File: config.mk
export PLATFORM = sky130hd
export DESIGN_NAME = phase_timer
export DESIGN_NICKNAME = d
export VERILOG_FILES = /design/src/rtl/phase_timer.sv
export SDC_FILE = /design/constraint.sdc
export NUM_CORES = 1
export LEC_CHECK = 0
export ABC_CLOCK_PERIOD_IN_PS = 2250
export CORE_MARGIN = 2
export CORE_UTILIZATION = 40
export CTS_CLUSTER_SIZE = 28
export DETAILED_ROUTE_END_ITERATION = 8
export PLACE_DENSITY = 0.6
export SLEW_MARGIN = 40
export SYNTH_ARGS = -nofsm -noshare
export SYNTH_HDL_FRONTEND = slang
export SYNTH_SLANG_ARGS = --single-unit
export TNS_END_PERCENT = 100
File: constraint.sdc
create_clock -name clock -period 2.25 [get_ports clock]
set_input_delay 0.45 -clock clock [delete_from_list [all_inputs] [get_ports clock]]
set_output_delay 0.45 -clock clock [all_outputs]
set_load 0.01 [all_outputs]
File: src/rtl/phase_timer.sv
// phase_timer
//   Timebase counter for the traffic light controller. A prescaler divides the
//   clock by PRESCALE into count steps; each step advances a 4-bit phase count
//   while enable_count is high. The count saturates at 15 and never wraps.
//
// Parameters
//   PRESCALE      clock cycles per count step (>= 1)
//   PS_WIDTH      prescaler width, 2**PS_WIDTH > PRESCALE-1
//
// Ports
//   clock         system clock, rising edge
//   reset         asynchronous reset, active low
//   reset_count   synchronous clear, active high, wins over enable_count
//   enable_count  advance enable, active high
//   count         current phase count
//   tick          registered one-cycle pulse in the cycle count changes
//   saturated     high while count == 15
module phase_timer #(
   parameter int unsigned PRESCALE = 50000000,
   parameter int unsigned PS_WIDTH = 26
) (
   input  logic       clock,
   input  logic       reset,
   input  logic       reset_count,
   input  logic       enable_count,
   output logic [3:0] count,
   output logic       tick,
   output logic       saturated
);

   localparam logic [PS_WIDTH-1:0] PsLast   = PS_WIDTH'(PRESCALE - 1);
   localparam logic [3:0]          CountMax = 4'd15;

   typedef enum logic [1:0] {
      StCleared   = 2'd0,
      StRunning   = 2'd1,
      StSaturated = 2'd2
   } state_e;

   state_e              state_q, state_d;
   logic [PS_WIDTH-1:0] ps_q, ps_d;
   logic [3:0]          count_q, count_d;
   logic                tick_q, tick_d;

   always_ff @(posedge clock or negedge reset) begin
      if (!reset) begin
         state_q <= StCleared;
         ps_q    <= '0;
         count_q <= '0;
         tick_q  <= 1'b0;
      end else begin
         state_q <= state_d;
         ps_q    <= ps_d;
         count_q <= count_d;
         tick_q  <= tick_d;
      end
   end

   always_comb begin
      state_d = state_q;
      ps_d    = ps_q;
      count_d = count_q;
      tick_d  = 1'b0;

      if (reset_count) begin
         state_d = StCleared;
         ps_d    = '0;
         count_d = '0;
      end else if (enable_count) begin
         if (ps_q == PsLast) begin
            ps_d = '0;
            // At 15 the step is swallowed: no count change, so no tick.
            if (count_q != CountMax) begin
               count_d = count_q + 4'd1;
               tick_d  = 1'b1;
               state_d = (count_q == CountMax - 4'd1) ? StSaturated : StRunning;
            end
         end else begin
            ps_d = ps_q + 1'b1;
         end
      end
      // enable_count low: prescaler phase is kept so a resumed step is not restarted.
   end

   assign count     = count_q;
   assign tick      = tick_q;
   assign saturated = (state_q == StSaturated);

endmodule

; Word level (Yosys, flattened, before mapping)
; Cells that the tools add are included.
[classes]
add_sub_neg = 2
n_eq_ne = 4
muxes = 16
n_reduce_logical = 4
[op_table]
columns = operator, count
row1 = $mux 26, 3
row2 = $add 26x1->26 const B, 1
row3 = $eq 26x26->1 const B, 1
row4 = $mux 4, 4
row5 = $mux 2, 5
row6 = $reduce_bool 2->1, 3
row7 = $add 4x1->4 const B, 1
row8 = $eq 4x4->1 const B, 1
row9 = $mux 1, 4
row10 = $ne 4x4->1 const B, 1
row11 = $reduce_and 3->1, 1
row12 = $eq 2x2->1 const B, 1
[word_totals]
register_bits = 33
inputBits = 4
out_inout_bits = 6
elab_cells = 30

; Logic depth before layout (Yosys ltp)
; Gate-level depths: netlist of run 1.
[logic_depth]
ltp_word = 6
ltp_mapped = 7
mapped_depth_nobuf = 6

; Worst setup path after synthesis of run 1
; No wires, ideal clock.
[synth_path]
kind = reg2reg
start = register ps_q[8]
end = register state_q[1]
setup_time_ns = 0.082
arrival_time_ns = 1.933
t_required_ns = 2.168
slack_ns = 0.235
stages_incl_launch_ff = 7
n_path_buf = 1
period_less_slack_ns = 2.015
cell_sequence = dfrtp_1 -> buf_6 -> or4_4 -> nor4_4 -> nand3_4 -> or3_1 -> a31oi_1
[synth_between]
elab_chain_cells = 3
[synth_lines]
columns = item, line
row1 = start: declaration, 41  ; logic [PS_WIDTH-1:0] ps_q, ps_d;
row2 = start signal: assignment, 53  ; ps_q <= ps_d;
row3 = $eq 26x26->1, 70  ; if (ps_q == PsLast) begin
row4 = $reduce_bool 2->1 (no source line), --
row5 = $reduce_and 3->1 (no source line), --
row6 = end signal: assignment, 47  ; state_q <= StCleared;
row7 = end signal: assignment, 52  ; state_q <= state_d;
row8 = end: declaration, 40  ; state_e state_q, state_d;
; No other way between the ends.
; A chain may end at the register's enable or synchronous reset.

; Final worst setup path of run 1
[layout_path]
start = register ps_q[18]
end = register state_q[1]
; Same word-level chain as after synthesis.

==> results.cfg, run 1 <==
[clock_network]
cts.repair.resized = 0
clk_path_buf_depth = 2
numCtsBuffers = 5
clk-insertion-delay-late_ps = 290
numClockSinks = 33
cts.hold.buffers_added = 0
path_clk_slew_ps = 70
cts_tree = done
cts_max_level = 2
cts.repair_timing.setup_buffer_count = 0
root_buffer = clkbuf_8

[synthesis]
synth_top_flop_cell = dfrtp_1
synth_warnings = 0
avgSynthCellArea_um2 = 9.22
ys_seq_area_frac = 0.415
async_reset_ff_frac = 1.00
syn_inst = 216
synth_nets = 223
synth-edff-count = 0
ys_seq_elements = 33
synth_area_mm2 = 0.00199
synth_cell_types = 45

[cells_and_area]
ff_latch_area_um2 = 826
layout_commonest_cell = dfrtp_1
finalInstanceArea_mm2 = 0.00235
final_layout_size_suffix_gt1_frac = 0.121
nets = 245
n_antenna_cell = 0
area_growth_syn_to_layout_pct = 17.9
multi_input_area_mm2 = 0.00108
num-fill-cells = 465
final_cell_mix = dfrtp_1 (33), nor2_1 (22), nand2_1 (16), nand4_1 (16), nor3_1 (16)

[routing]
drcViolationCount = 0
vias = 1712
wl_mm = 4.58
first_pass_iters = 4
drtAntennaViolNets = 0
detail_route.vias_per_cell = 5.59
drt_iter0_drc = 83
wire_per_inst_um = 15.0

[sta]
setup-tns-final_ps = 0
setup_violations = 0
fin_crit_sh = 0.916
rsz0062_at_grt = no
hold_violations = 0
min_period_ps = 2060
maxSlewHeadroom = 0.709
worst_slew_pin_slew_ps = 436
finalMaxSlewViolations = 0
fmax_mhz = 485
skew_ps = 9.04

[floorplanning]
core_area_mm2 = 0.00475
start_util = 0.419
num_io_pins = 10
die_h_um = 74.5
die-area_mm2 = 0.00556
die_x_um = 74.5
num_rows = 25

[global_route]
grt_pass1_vias = 1643
grt_overflow = 0
grt_max_degree = 34
grt_use_total = 0.189
antenna_found_initial = 0
grt_pass1_wl_mm = 7.93

[job]
drv_cap = 0

[critical_path]
path_class = register to register
path_buf_inv = 0
arrival_ps = 2280
cp_max_fo = 7
max_stage_delay_ps = 560
cp-end-kind = register
cpMaxStageDelayCell = or4_4
required_ps = 2460
startpoint_type = register
crit_chain = or4_4 > nor4_4 > nand3_4 > or3_1 > a31oi_1
crit_family = simple AND/OR/NAND/NOR gates

[power_and_ir_drop]
p_leak_nw = 0.953
powerDensity_mw_per_mm2 = 528
max-vdd-ir-drop_mv = 0.271

[place]
hpwl_mm = 3.31
gp_congestion = 0.931
placed_cell_area_mm2 = 0.00223
port_buffers = 9

[hold_path]
hold_path_class = input pin to asynchronous set/reset pin

[outcome]
status = finished, final reports clean
## state kept, by name, indices dropped and copies added, names as in the netlist
signal,flops
state_q,2
count,4
tick,1
ps_q,26
## through the flow
stage / setup WS (ps) / total power [W] / cells / utilization / hold slack, ps
after floorplan: 235 / 0.000637 / 216 / - / 154
after global placement: 176 / 0.000670 / 298 / 0.469 / 540
after detailed placement: 173 / 0.000669 / 298 / 0.469 / 555
after CTS: 173 / 0.00125 / 306 / 0.494 / 565
after global routing: 102 / 0.00129 / 306 / 0.494 / 594
final: 189 / 0.00124 / 306 / 0.494 / 557
## synthesized netlist by cell type (2+ instances only)
| master | n | area (um2) |
|---|---|---|
| a311oi_1 | 2 | 17.5 |
| nor4_1 | 6 | 37.5 |
| buf_2 | 2 | 10.0 |
| nand4_1 | 16 | 100 |
| dfrtp_1 | 33 | 826 |
| nor4_4 | 2 | 42.5 |
| and3_1 | 2 | 12.5 |
| nor2_1 | 22 | 82.6 |
| nor3b_1 | 2 | 15.0 |
| ha_1 | 3 | 37.5 |
| nand3_1 | 12 | 60.1 |
| clkbuf_1 | 4 | 15.0 |
| nand2_1 | 16 | 60.1 |
| or3_1 | 7 | 43.8 |
| nor3_1 | 16 | 80.1 |
| nand3b_1 | 3 | 22.5 |
| inv_1 | 8 | 30.0 |
| mux2i_1 | 2 | 20.0 |
| a21oi_1 | 9 | 45.0 |
| a22oi_1 | 2 | 15.0 |
| and4_1 | 2 | 17.5 |
| xnor2_1 | 5 | 43.8 |
| o21ai_0 | 3 | 15.0 |
| xor2_1 | 9 | 78.8 |
| nand2b_1 | 4 | 25.0 |
| o221ai_1 | 2 | 17.5 |
| and2_1 | 2 | 12.5 |
| buf_6 | 3 | 33.8 |
## kinds of logic after synthesis
family / Yosys count / share of synthesized area
AO/OA/AOI/OAI: 27 / 0.0937
XOR/XNOR: 14 / 0.0616
adder cells (fa/ha/maj): 3 / 0.0189
buffers and inverters: 17 / 0.0446
flip-flops: 33 / 0.415
multiplexers: 3 / 0.0157
AND/OR/NAND/NOR: 119 / 0.351
## report_power, final
part / switching (W) / total, W / internal [W] / leakage [nW]
combinational: 0.0000378 / 0.0000574 / 0.0000196 / 0.435
clock: 0.000223 / 0.000584 / 0.000361 / 0.0585
sequential: 0.00000311 / 0.000599 / 0.000596 / 0.460
## routing by layer
layer / global-route usage / up-vias / wire [um]
li1: - / 840 / -
met1: 0.265 / 818 / 2190
met2: 0.288 / 44 / 2100
met3: 0.0461 / 10 / 216
met4: 0.0595 / 0 / 80
met5: 0 / - / 0
## worst paths after layout
check | startpoint | to | slack (ps) | cells past startpoint
worst min register to register | ps_q[1]$_DFFE_PN0P_ | ps_q[1]$_DFFE_PN0P_ | 560 | 2
worst max register to register | ps_q[18]$_DFFE_PN0P_ | state_q[1]$_DFFE_PN0P_ | 190 | 5
min in group clock | ps_q[1]$_DFFE_PN0P_ | ps_q[1]$_DFFE_PN0P_ | 560 | 2
max in group asynchronous | reset | ps_q[12]$_DFFE_PN0P_ | 1360 | 2
worst min-delay path | reset | ps_q[14]$_DFFE_PN0P_ | 560 | 2
worst max-delay path | ps_q[18]$_DFFE_PN0P_ | state_q[1]$_DFFE_PN0P_ | 190 | 5
## layout make-up
cell class	count	share of cell area
Multi-Input combinational cell	166	0.458
Sequential cell	33	0.352
Clock inverter	1	0.0128
Clock buffer	7	0.0368
Timing Repair Buffer	24	0.0917
Inverter	8	0.0128
Tap cell	67	0.0357
(Power assumes the default switching activity.)
==> run 2: changes to the inputs <==
Settings changed: CORE_UTILIZATION 40 to 55, GPL_ROUTABILITY_DRIVEN set to 1, PLACE_DENSITY 0.6 to 0.74.
==> run 2 against run 1 <==
Maximum frequency shrank 5.0%. Count of clock-buffer cells in the layout is the same. Critical path depth is the same. Clock skew grew 5.6 ps. Flip-flop and latch count is the same.
==> results.cfg, run 2 (synthesized netlist as in run 1, its figures left out) <==
[outcome]
status = finished, final reports clean

[sta]
setup_violations = 0
fin_crit_sh = 0.964
skew_ps = 14.7
maxSlewHeadroom = 0.667
hold_violations = 0
finalMaxSlewViolations = 0
rsz0062_at_grt = no
setup-tns-final_ps = 0
min_period_ps = 2170
worst_slew_pin_slew_ps = 498
fmax_mhz = 461

[floorplanning]
start_util = 0.583
core_area_mm2 = 0.00342
num_rows = 21
die-area_mm2 = 0.00412
die_h_um = 64.2
die_x_um = 64.2
num_io_pins = 10

[cells_and_area]
layout_commonest_cell = dfrtp_1
nets = 247
final_cell_mix = dfrtp_1 (33), nor2_1 (22), buf_4 (17)
n_antenna_cell = 0
area_growth_syn_to_layout_pct = 14.7
largest_reg_flops = 26
final_layout_size_suffix_gt1_frac = 0.137
top_register = ps_q
final_core_util = 0.668
num-fill-cells = 303
finalInstanceArea_mm2 = 0.00228

[clock_network]
cts.hold.buffers_added = 0
clk_path_buf_depth = 2
clk-insertion-delay-late_ps = 350
cts_tree = done
numCtsBuffers = 5
numClockSinks = 33
path_clk_slew_ps = 110
cts_max_level = 2
root_buffer = clkbuf_4

[power_and_ir_drop]
max-vdd-ir-drop_mv = 0.331
powerDensity_mw_per_mm2 = 456
p_leak_nw = 0.939
power.total_w = 0.00104

[global_route]
grt_overflow = 0
antenna_found_initial = 0
grt_pass1_vias = 1750
grt-busiest-layer = met2
grt_use_met2 = 0.393
grt_use_total = 0.258
grt_max_degree = 34
use_met3 = 0.0528
met1_usage = 0.353
grt_pass1_wl_mm = 8.25

[place]
port_buffers = 9
hpwl_mm = 3.41
placed_cell_area_mm2 = 0.00220
gp_congestion = 0.985

[routing]
vias = 1751
drt_iter0_drc = 166
first_pass_iters = 4
detail_route.vias_per_cell = 6.10
drtAntennaViolNets = 0
wire_per_inst_um = 16.5
drcViolationCount = 0
wl_mm = 4.73

[critical_path]
rr_endpoint = state_q[1]$_DFFE_PN0P_
path_class = register to register
crit_chain = or4_4 > nor4_4 > nand3_4 > or3_1 > a31oi_1
r2r_slack_ps = 80
cp-end-kind = register
ff2ff_path_depth = 5
required_ps = 2520
crit_family = simple AND/OR/NAND/NOR gates
max_stage_delay_ps = 580
arrival_ps = 2430
path_buf_inv = 0
cpMaxStageDelayCell = or4_4
cp_max_fo = 7
startpoint_type = register
timing.rr.start = ps_q[18]$_DFFE_PN0P_

[job]
drv_cap = 0

[hold_path]
hold_path_class = input pin to asynchronous set/reset pin
run 2: cell types whose count changed in the layout (fill, tap and decap cells not counted), sizes merged:
cell / before / now
buf: 15 / 17
bufinv: 1 / 0
clkinv: 0 / 1
run 2: final cells by class:
class	count	area, um2	share of cell area
sequential	33	826	0.362
timing repair buffer	26	218	0.0953
clock inverter	1	5.00	0.00219
inverter	8	30.0	0.0132
multi-input combinational	166	1080	0.474
clock buffer	7	65.1	0.0285
tap	46	57.6	0.0252
run 2: power by group:
group	switching [W]	internal (W)
combinational	0.0000369	0.0000195
clock	0.000205	0.000181
sequential	0.00000292	0.000595
run 2: routing by layer:
metal | up-vias | wire, um
li1 | 841 | -
met1 | 841 | 2200
met2 | 53 | 2180
met3 | 16 | 218
met4 | 0 | 136
met5 | - | 0
run 2: metrics by stage:
stage,std cells,hold WS (ps),worst slack (ps)
4_1_cts,286,519,82.2
2_1_floorplan,216,154,235
5_1_grt,287,543,5.93
3_3_place_gp,278,550,185
3_5_place_dp,278,554,113
6_report,287,495,80.9
run 2: worst max-delay path by stage:
stage	from	to	slack [ps]	cells after the start
after floorplan	ps_q[8]$_DFFE_PN0P_	state_q[1]$_DFFE_PN0P_	240	6
final	ps_q[18]$_DFFE_PN0P_	state_q[1]$_DFFE_PN0P_	80	5
after global routing	ps_q[10]$_DFFE_PN0P_	ps_q[7]$_DFFE_PN0P_	6	5
after CTS	ps_q[18]$_DFFE_PN0P_	state_q[1]$_DFFE_PN0P_	80	5
after detailed placement	ps_q[18]$_DFFE_PN0P_	state_q[1]$_DFFE_PN0P_	110	5
after global placement	ps_q[18]$_DFFE_PN0P_	state_q[1]$_DFFE_PN0P_	180	5
run 2: repair_timing:
action                     in CTS  in global routing
setup endpoints to repair       0                  2
resized for setup               0                  1
buffers inserted                0                  1
run 2: worst reg2reg max path, stage by stage, from the launching register on:
cell,delay (ps)
dfrtp_1,460
or4_4,580
nor4_4,370
nand3_4,150
or3_1,380
a31oi_1,140
==> run 3: changes to the inputs <==
Settings changed: MAX_ROUTING_LAYER set to met4.
==> run 3 against run 2 <==
Global-route usage rose by 1.9 points. Clock power fell by 12%. First-iteration DRC count fell by 43%. Register-to-register slack barely moved. Via count rose by 0.17%.
==> results.cfg, run 3 (synthesized netlist as in run 1, its figures left out) <==
[clock_network]
cts_tree = done
cts.repair_timing.setup_buffer_count = 0
numClockSinks = 33
numCtsBuffers = 5
clk-insertion-delay-late_ps = 340
path_clk_slew_ps = 100
clk_path_buf_depth = 2
root_buffer = clkbuf_4
cts_max_level = 2
cts.repair.resized = 0
cts.hold.buffers_added = 0

[critical_path]
ff2ff_path_depth = 5
path_class = register to register
cpMaxStageDelayCell = or4b_4
cp-end-kind = register
required_ps = 2510
critPathLaunch = ps_q[10]$_DFFE_PN0P_
timing.rr.start = ps_q[10]$_DFFE_PN0P_
rr_endpoint = state_q[1]$_DFFE_PN0P_
max_stage_delay_ps = 570
cp_max_fo = 7
r2r_slack_ps = 80
crit_chain = or4b_4 > nor4_4 > nand3_4 > or3_1 > a31oi_1
arrival_ps = 2420
startpoint_type = register

[hold_path]
hold_path_class = input pin to asynchronous set/reset pin

[global_route]
grt_pass1_wl_mm = 8.60
grt_pass1_vias = 1767
grt_overflow = 0
antenna_found_initial = 0
grt_use_total = 0.277
grt_max_degree = 34

[power_and_ir_drop]
p_leak_nw = 0.924
max-vdd-ir-drop_mv = 0.410
power.total_w = 0.000992
powerDensity_mw_per_mm2 = 440

[sta]
fin_crit_sh = 0.963
min_period_ps = 2170
hold_violations = 0
setup_violations = 0
fmax_mhz = 462
finalMaxSlewViolations = 0
skew_ps = 6.34
setup-tns-final_ps = 0
worst_slew_pin_slew_ps = 471
rsz0062_at_grt = no
maxSlewHeadroom = 0.685

[cells_and_area]
finalInstanceArea_mm2 = 0.00225
final_core_util = 0.660
final_layout_size_suffix_gt1_frac = 0.121
layout_commonest_cell = dfrtp_1
n_antenna_cell = 0
nets = 246
top_register = ps_q
largest_reg_flops = 26
final_cell_mix = dfrtp_1 (33), nor2_1 (22)
area_growth_syn_to_layout_pct = 13.3

[outcome]
status = finished, final reports clean

[routing]
detail_route.vias_per_cell = 6.15
drcViolationCount = 0
first_pass_iters = 4
wl_mm = 4.78
wire_per_inst_um = 16.8
drtAntennaViolNets = 0
vias = 1754
drt_iter0_drc = 94

[place]
port_buffers = 9
placed_cell_area_mm2 = 0.00220
hpwl_mm = 3.54
gp_congestion = 1.01

[floorplanning]
die-area_mm2 = 0.00412
num_io_pins = 10
die_h_um = 64.2
num_rows = 21
start_util = 0.583
die_x_um = 64.2
core_area_mm2 = 0.00342

[job]
drv_cap = 0
==> run 3: metrics by stage <==
| step | setup WS (ps) | cells | hold slack (ps) |
|---|---|---|---|
| after CTS | 50.8 | 285 | 522 |
| after floorplan | 235 | 216 | 154 |
| after global placement | 186 | 278 | 551 |
| final | 83.7 | 285 | 506 |
| after detailed placement | 59.4 | 278 | 560 |
| after global routing | 7.87 | 285 | 539 |
==> run 3: final cells by class <==
| cell class | instances | area (um2) |
|---|---|---|
| fillers | 303 | 1160 |
| multi-input cells | 166 | 1080 |
| flip-flops and latches | 33 | 826 |
| repair buffers | 25 | 210 |
| well taps | 46 | 57.6 |
| clock buffers | 7 | 55.1 |
| inverters | 8 | 30.0 |
==> run 3: how the worst max path moves through the flow <==
stage               depth (start not counted)  slack (ps)                     end
CTS                                         5          50  state_q[1]$_DFFE_PN0P_
global placement                            6         190    ps_q[23]$_DFFE_PN0P_
global route                                5           8  state_q[1]$_DFFE_PN0P_
finish                                      5          80  state_q[1]$_DFFE_PN0P_
detailed placement                          5          60  state_q[1]$_DFFE_PN0P_
floorplan                                   6         240  state_q[1]$_DFFE_PN0P_
==> run 3: metal layers <==
metal  track usage  wire length (um)  vias to the layer above
met5             -                 0                        -
met4         0.109               110                        0
met3        0.0616               249                       13
met2         0.419              2270                       49
met1         0.364              2150                      852
li1              -                 -                      840
==> run 3: power by group <==
part / switching, W / total [W] / internal [W]
clock: 0.000190 / 0.000338 / 0.000147
combinational: 0.0000367 / 0.0000563 / 0.0000196
sequential: 0.00000310 / 0.000598 / 0.000595
total: 0.000230 / 0.000992 / 0.000762
==> run 3: worst max-delay path, delay by kind of cell, from the launching register on <==
| family | cells | cell delay [ps] |
|---|---|---|
| DFF | 1 | 440 |
| and+or+nand+nor | 4 | 1510 |
| AOI/OAI and AO/OA | 1 | 150 |
